--- src/rtl/uart_prog_loader.sv ---
// uart_prog_loader: receives an 8N1 framed image (A5, LEN_H, LEN_L, data, CSUM) and writes it into program memory.
// Optional PROG_LOADER_TIMEOUT_EN aborts a load after TIMEOUT_CYC idle cycles between bytes.
module uart_prog_loader #(
    parameter int CLK_HZ      = 27000000,
    parameter int BAUD        = 115200,
    parameter int DEPTH       = 2048,
    parameter int TIMEOUT_CYC = 2700000
) (
    input  logic        clk,
    input  logic        reset,
    input  logic        rx,
    output logic        mem_we,
    output logic [11:0] mem_addr,
    output logic [7:0]  mem_wdata,
    output logic        busy,
    output logic        done,
    output logic        err
);
    localparam int DIV  = CLK_HZ / BAUD;
    localparam int HALF = DIV / 2;
    localparam int CW   = $clog2(DIV) + 1;

    typedef enum logic [1:0] {RX_IDLE, RX_START, RX_DATA, RX_STOP} rx_state_t;
    typedef enum logic [2:0] {IDLE, LEN_H, LEN_L, DATA, CSUM, OK, ERR} state_t;

    rx_state_t   rx_state_q, rx_state_d;
    state_t      state_q, state_d;
    logic        sync1_q, sync1_d, sync2_q, sync2_d, prev_q, prev_d;
    logic [CW-1:0] rx_cnt_q, rx_cnt_d;
    logic [2:0]  bit_q, bit_d;
    logic [7:0]  shift_q, shift_d;
    logic        byte_valid_q, byte_valid_d, frame_err_q, frame_err_d;
    logic [3:0]  len_h_q, len_h_d;
    logic [11:0] cnt_q, cnt_d, addr_q, addr_d, mem_addr_q, mem_addr_d;
    logic [7:0]  sum_q, sum_d, mem_wdata_q, mem_wdata_d;
    logic        mem_we_q, mem_we_d, busy_q, busy_d, done_q, done_d, err_q, err_d;
    logic [11:0] len;
    logic        too_long, active, timeout;

    always_comb begin
        sync1_d      = rx;
        sync2_d      = sync1_q;
        prev_d       = sync2_q;
        rx_state_d   = rx_state_q;
        rx_cnt_d     = rx_cnt_q + 1'b1;
        bit_d        = bit_q;
        shift_d      = shift_q;
        byte_valid_d = 1'b0;
        frame_err_d  = 1'b0;
        case (rx_state_q)
            RX_IDLE: begin
                rx_cnt_d = '0;
                if (prev_q && !sync2_q) rx_state_d = RX_START;
            end
            RX_START: if (rx_cnt_q == CW'(HALF - 1)) begin
                rx_cnt_d   = '0;
                bit_d      = '0;
                rx_state_d = sync2_q ? RX_IDLE : RX_DATA;
            end
            RX_DATA: if (rx_cnt_q == CW'(DIV - 1)) begin
                rx_cnt_d   = '0;
                shift_d    = {sync2_q, shift_q[7:1]};
                bit_d      = bit_q + 3'd1;
                rx_state_d = (bit_q == 3'd7) ? RX_STOP : RX_DATA;
            end
            default: if (rx_cnt_q == CW'(DIV - 1)) begin
                rx_state_d   = RX_IDLE;
                byte_valid_d = sync2_q;
                frame_err_d  = !sync2_q;
            end
        endcase
    end

    assign len      = {len_h_q, shift_q};
    assign too_long = {1'b0, len} > 13'(DEPTH);
    assign active   = state_q inside {LEN_H, LEN_L, DATA, CSUM};

`ifdef PROG_LOADER_TIMEOUT_EN
    localparam int GW = $clog2(TIMEOUT_CYC + 1);
    logic [GW-1:0] gap_q, gap_d;
    always_comb gap_d = (byte_valid_q || !active) ? '0 : gap_q + 1'b1;
    assign timeout = active && !byte_valid_q && gap_q == GW'(TIMEOUT_CYC - 1);
    always_ff @(posedge clk) gap_q <= reset ? '0 : gap_d;
`else
    assign timeout = TIMEOUT_CYC < 0;
`endif

    always_comb begin
        state_d     = state_q;
        len_h_d     = len_h_q;
        cnt_d       = cnt_q;
        addr_d      = addr_q;
        sum_d       = sum_q;
        mem_we_d    = 1'b0;
        mem_addr_d  = mem_addr_q;
        mem_wdata_d = mem_wdata_q;
        busy_d      = busy_q;
        done_d      = done_q;
        err_d       = err_q;
        case (state_q)
            IDLE: if (byte_valid_q && shift_q == 8'hA5) begin
                state_d = LEN_H;
                busy_d  = 1'b1;
                done_d  = 1'b0;
                err_d   = 1'b0;
            end
            LEN_H: if (byte_valid_q) begin
                len_h_d = shift_q[3:0];
                state_d = LEN_L;
            end
            LEN_L: if (byte_valid_q) begin
                cnt_d   = len;
                addr_d  = '0;
                sum_d   = '0;
                state_d = too_long ? ERR : (len == '0 ? CSUM : DATA);
            end
            DATA: if (byte_valid_q) begin
                mem_we_d    = 1'b1;
                mem_addr_d  = addr_q;
                mem_wdata_d = shift_q;
                addr_d      = addr_q + 12'd1;
                sum_d       = sum_q + shift_q;
                cnt_d       = cnt_q - 12'd1;
                state_d     = (cnt_q == 12'd1) ? CSUM : DATA;
            end
            CSUM: if (byte_valid_q) state_d = (shift_q == sum_q) ? OK : ERR;
            OK: begin
                done_d  = 1'b1;
                busy_d  = 1'b0;
                state_d = IDLE;
            end
            ERR: begin
                err_d   = 1'b1;
                busy_d  = 1'b0;
                state_d = IDLE;
            end
            default: state_d = IDLE;
        endcase
        // A broken frame or a stalled sender invalidates the load in progress.
        if (active && (frame_err_q || timeout)) state_d = ERR;
    end

    always_ff @(posedge clk) begin
        if (reset) begin
            sync1_q      <= 1'b1;
            sync2_q      <= 1'b1;
            prev_q       <= 1'b1;
            rx_state_q   <= RX_IDLE;
            rx_cnt_q     <= '0;
            bit_q        <= '0;
            shift_q      <= '0;
            byte_valid_q <= 1'b0;
            frame_err_q  <= 1'b0;
            state_q      <= IDLE;
            len_h_q      <= '0;
            cnt_q        <= '0;
            addr_q       <= '0;
            sum_q        <= '0;
            mem_we_q     <= 1'b0;
            mem_addr_q   <= '0;
            mem_wdata_q  <= '0;
            busy_q       <= 1'b0;
            done_q       <= 1'b0;
            err_q        <= 1'b0;
        end else begin
            sync1_q      <= sync1_d;
            sync2_q      <= sync2_d;
            prev_q       <= prev_d;
            rx_state_q   <= rx_state_d;
            rx_cnt_q     <= rx_cnt_d;
            bit_q        <= bit_d;
            shift_q      <= shift_d;
            byte_valid_q <= byte_valid_d;
            frame_err_q  <= frame_err_d;
            state_q      <= state_d;
            len_h_q      <= len_h_d;
            cnt_q        <= cnt_d;
            addr_q       <= addr_d;
            sum_q        <= sum_d;
            mem_we_q     <= mem_we_d;
            mem_addr_q   <= mem_addr_d;
            mem_wdata_q  <= mem_wdata_d;
            busy_q       <= busy_d;
            done_q       <= done_d;
            err_q        <= err_d;
        end
    end

    assign mem_we    = mem_we_q;
    assign mem_addr  = mem_addr_q;
    assign mem_wdata = mem_wdata_q;
    assign busy      = busy_q;
    assign done      = done_q;
    assign err       = err_q;
endmodule

--- config.mk ---
export PLATFORM = sky130hd
export DESIGN_NAME = uart_prog_loader
export DESIGN_NICKNAME = d
export VERILOG_FILES = /design/src/rtl/uart_prog_loader.sv
export SDC_FILE = /design/constraint.sdc
export NUM_CORES = 1
export LEC_CHECK = 0
export BUFFER_PORTS_ARGS = -buffer_cell sky130_fd_sc_hd__buf_2
export CAP_MARGIN = 20
export CORE_ASPECT_RATIO = 0.5
export CORE_MARGIN = 1
export CORE_UTILIZATION = 50
export DETAILED_ROUTE_END_ITERATION = 8
export GPL_TIMING_DRIVEN = 0
export PLACE_DENSITY = 0.68
export SYNTH_ARGS = -nofsm -noshare
export SYNTH_HDL_FRONTEND = slang
export SYNTH_SLANG_ARGS = --single-unit
export TNS_END_PERCENT = 10
--- constraint.sdc ---
create_clock -name clk -period 2.25 [get_ports clk]
set_clock_uncertainty 0.15 [all_clocks]
set_input_delay 0.3375 -clock clk [delete_from_list [all_inputs] [get_ports clk]]
set_output_delay 0.3375 -clock clk [all_outputs]
set_load 0.01 [all_outputs]
==> summary.txt <==
Outcome
  • Status: finished clean

Flow run
  • Max_cap viols: 0

CTS
  • Clock-pin slew on the worst setup and hold paths: roughly 0.06 ns
  • Clock buffer count from CTS: 9
  • Root buffer cell: clkbuf_16
  • Htree depth: 3
  • CTS Buffer Depth: 2
  • # clock sinks: 90
  • Clock latency on the worst-skew pair: between 0.3 and 0.4 ns
  • CTS tree: yes
  • # Post-CTS Setup Buffers: 0

Power
  • P_leak: 1.856 nW
  • PwrDens: approximately 630 nW/um^2
  • Total power: 3.099 mW
  • Maximum vdd drop: 0.0004782 V

Yosys
  • Number of distinct library cells after synthesis: ~60
  • Synthesized instance count: 504
  • Synth area leader: dfxtp_1
  • Netlist Area Pre-Place: 4304 sq um
  • Post-synth ARST share: 0
  • Top post-synthesis cells by area: dfxtp_1 (42%), nor2_1 (6.3%), nand2_1 (5.1%), ha_1 (4.4%), a21oi_1 (4.3%)
  • FF+latch count, synth: 90
  • Top-count cell post-synth: dfxtp_1
  • Post-Synth Simple-Gate Area: 0.2494
  • Mux share of post-synthesis cell area: 0.03517
  • Compound-gate portion of the synthesized area: 0.1674
  • Combinational family with the most area after synthesis: simple AND/OR/NAND/NOR gates
  • Syn avg cell area: 8.540 sq um
  • Commonest cells post-synth: dfxtp_1 (90), nor2_1 (72), nand2_1 (58)
  • Post-synth top flop: dfxtp_1
  • Post-synthesis xor/xnor area fraction: 0.04273
  • Ys Warns: 0
  • Number of synthesized flops with an enable pin: 0
  • Syn nets: 523
  • Sequential element share of the synthesized area: 0.4186
  • Synth top area share: 0.4186
  • Adder-Cell Fraction of Synth Area: 0.04826

Placement
  • DP HPWL: 7.310 mm
  • Post-Place Cells: 642
  • Placer Congestion: 0.9069
  • Port Buffer Count: 26

Cells and area
  • Multi-input gate area: 2354 sq um
  • Layout fillers: 762
  • Layout Nets: 560
  • Share of post-route cells with drive strength above 1: 0.1266
  • FF/Latch Area: 1805 sq um
  • Area grow syn2layout: 13.40%
  • Post-Layout Cell Count: 657
  • Diodes inserted: 0

Floorplanning
  • Rows: 23
  • Die width: 133.2 um
  • Core Area: 8173 sq um
  • Starting density of the core: 0.5266
  • Die Height: a little under 70 um
  • Num ports: 27
  • Die area: about 9000 sq um

Routing
  • Via Count: roughly 3800
  • Starting DRT DRC Count: roughly 250
  • # DRC: 0
  • Met2 wire length: 4.398 mm
  • Via-to-Cell Ratio: approximately 5.7
  • Met3 wire len: 706 um
  • TritonRoute pass-1 iters: 8
  • Highest metal used: met4
  • M1 wire length: 5.064 mm
  • Avg WL per Cell: roughly 16 um
  • Remaining antenna violation count: 0
  • Post-Route WL: 10.22 mm

Worst setup path
  • WS Path Type: reg -> reg
  • Worst setup SP type: flop
  • Crit. End Element: flop
  • Reg2Reg Depth: 7
  • WP data required: 2.31 ns
  • CP arrival: 2.21 ns
  • Crit-path max FO: 8

Global routing
  • Number of antenna violations at the first check in global routing: 0
  • First-pass GRT wire length: 16.86 mm
  • Vias in the first global route: 3328
  • Remaining Overflow, GRT: 0
  • Largest net degree at the start of global routing: 15
  • GRT Util Overall: 0.2403

Timing
  • Setup violators final: 0
  • Hold slack: 0.03330 ns
  • RSZ-0062 raised after global routing: false
  • Final hold vios: 0
  • Tcrit/Tclk final: 0.9553
  • Slew Viols, Final: 0
  • Worst-Margin Slew: slightly above 0.7 ns
  • FMAX: 465.2 MHz
  • Min Tclk post-route: about 2.1 ns
  • Relative slew slack: 0.5285

Hold path
  • Worst hold path stage count: 2
  • Worst Hold Class: in -> reg
-- sequential cells by signal, summed over array words and instances, names as in the netlist, 2 cells and up --
register    cells
addr_q         12
bit_q           3
cnt_q          12
len_h_q         4
mem_addr       12
mem_wdata       8
rx_cnt_q        9
rx_state_q      2
shift_q         8
state_q         3
sum_q           8
-- per-stage QoR --
step / setup TNS (ns) / utilization / setup WS [ns] / instance area [sq um]
final: 0 / 0.5972 / 0.1006 / 4881
after global routing: 0 / 0.5972 / 0.002501 / 4881
after CTS: 0 / 0.5948 / 0.05760 / 4861
after detailed placement: -0.6616 / 0.5597 / -0.08533 / 4574
after global placement: -0.7560 / 0.5597 / -0.08466 / 4574
after floorplan: 0 / - / 0.2437 / 4304
-- timing repair --
item / CTS / global route
gates cloned: 0 / 0
gates resized for setup: 1 / 7
hold buffers: 0 / 0
setup endpoints to repair: 1 / 11
-- kinds of logic after synthesis --
logic type	after synthesis
adder cells (fa/ha/maj)	16
XOR/XNOR	21
AO/OA/AOI/OAI	106
buffers and inverters	42
flip-flops	90
multiplexers	15
AND/OR/NAND/NOR	214
-- final timing paths --
check	slack, ns	start	to
setup / recovery	0.10	shift_q[0]	sum_q[6]
hold / removal	0.03	rx	sync1_q
setup reg to reg	0.10	shift_q[0]	sum_q[6]
hold reg to reg	0.26	sync1_q	prev_d
-- layer usage --
metal	vias to the layer above	track usage
li1	1888	-
met1	1771	0.3267
met2	107	0.3914
met3	8	0.05781
met4	0	0.04972
met5	-	0
-- layout make-up --
| class | count | area share |
|---|---|---|
| plain buffers | 29 | 0.02410 |
| clock buffers | 10 | 0.04691 |
| clock inverters | 5 | 0.01154 |
| inverters | 13 | 0.009997 |
| multi-input cells | 372 | 0.4822 |
| flip-flops and latches | 90 | 0.3699 |
| well taps | 112 | 0.02871 |
| repair buffers | 26 | 0.02666 |
-- critical path, stage by stage (launching register included) --
cell and delay, ns:
dfxtp_2 0.38, ha_2 0.23, fa_1 0.41, a21o_1 0.18, a21o_1 0.19, a21oi_1 0.19, mux2i_1 0.21, nand3_1 0.09
-- where the power goes --
part / internal (mW) / total (mW) / switching [mW]
Combinational: 0.0115 / 0.0509 / 0.0394
Clock: 0.852 / 1.45 / 0.596
Sequential: 1.60 / 1.60 / 0.00297
Total: 2.46 / 3.10 / 0.638
-- placed cells by master, fill, tap and decap left out, drive strengths merged, types with 4 or more instances in the layout --
cell     n
buf     32
ha      15
and3     4
nor2    72
nand2b   4
dfxtp   90
a21o     5
xor2    13
nand4    8
nor3    11
inv     13
a22oi   10
a21oi   37
or2      7
clkbuf  33
nor4    11
o21ai   11
a221oi   7
xnor2    8
nand2   58
o211ai   5
a222oi   6
nand3   14
nor3b    4
mux2i   14
No activity file was read; power rests on OpenSTA's default activity.
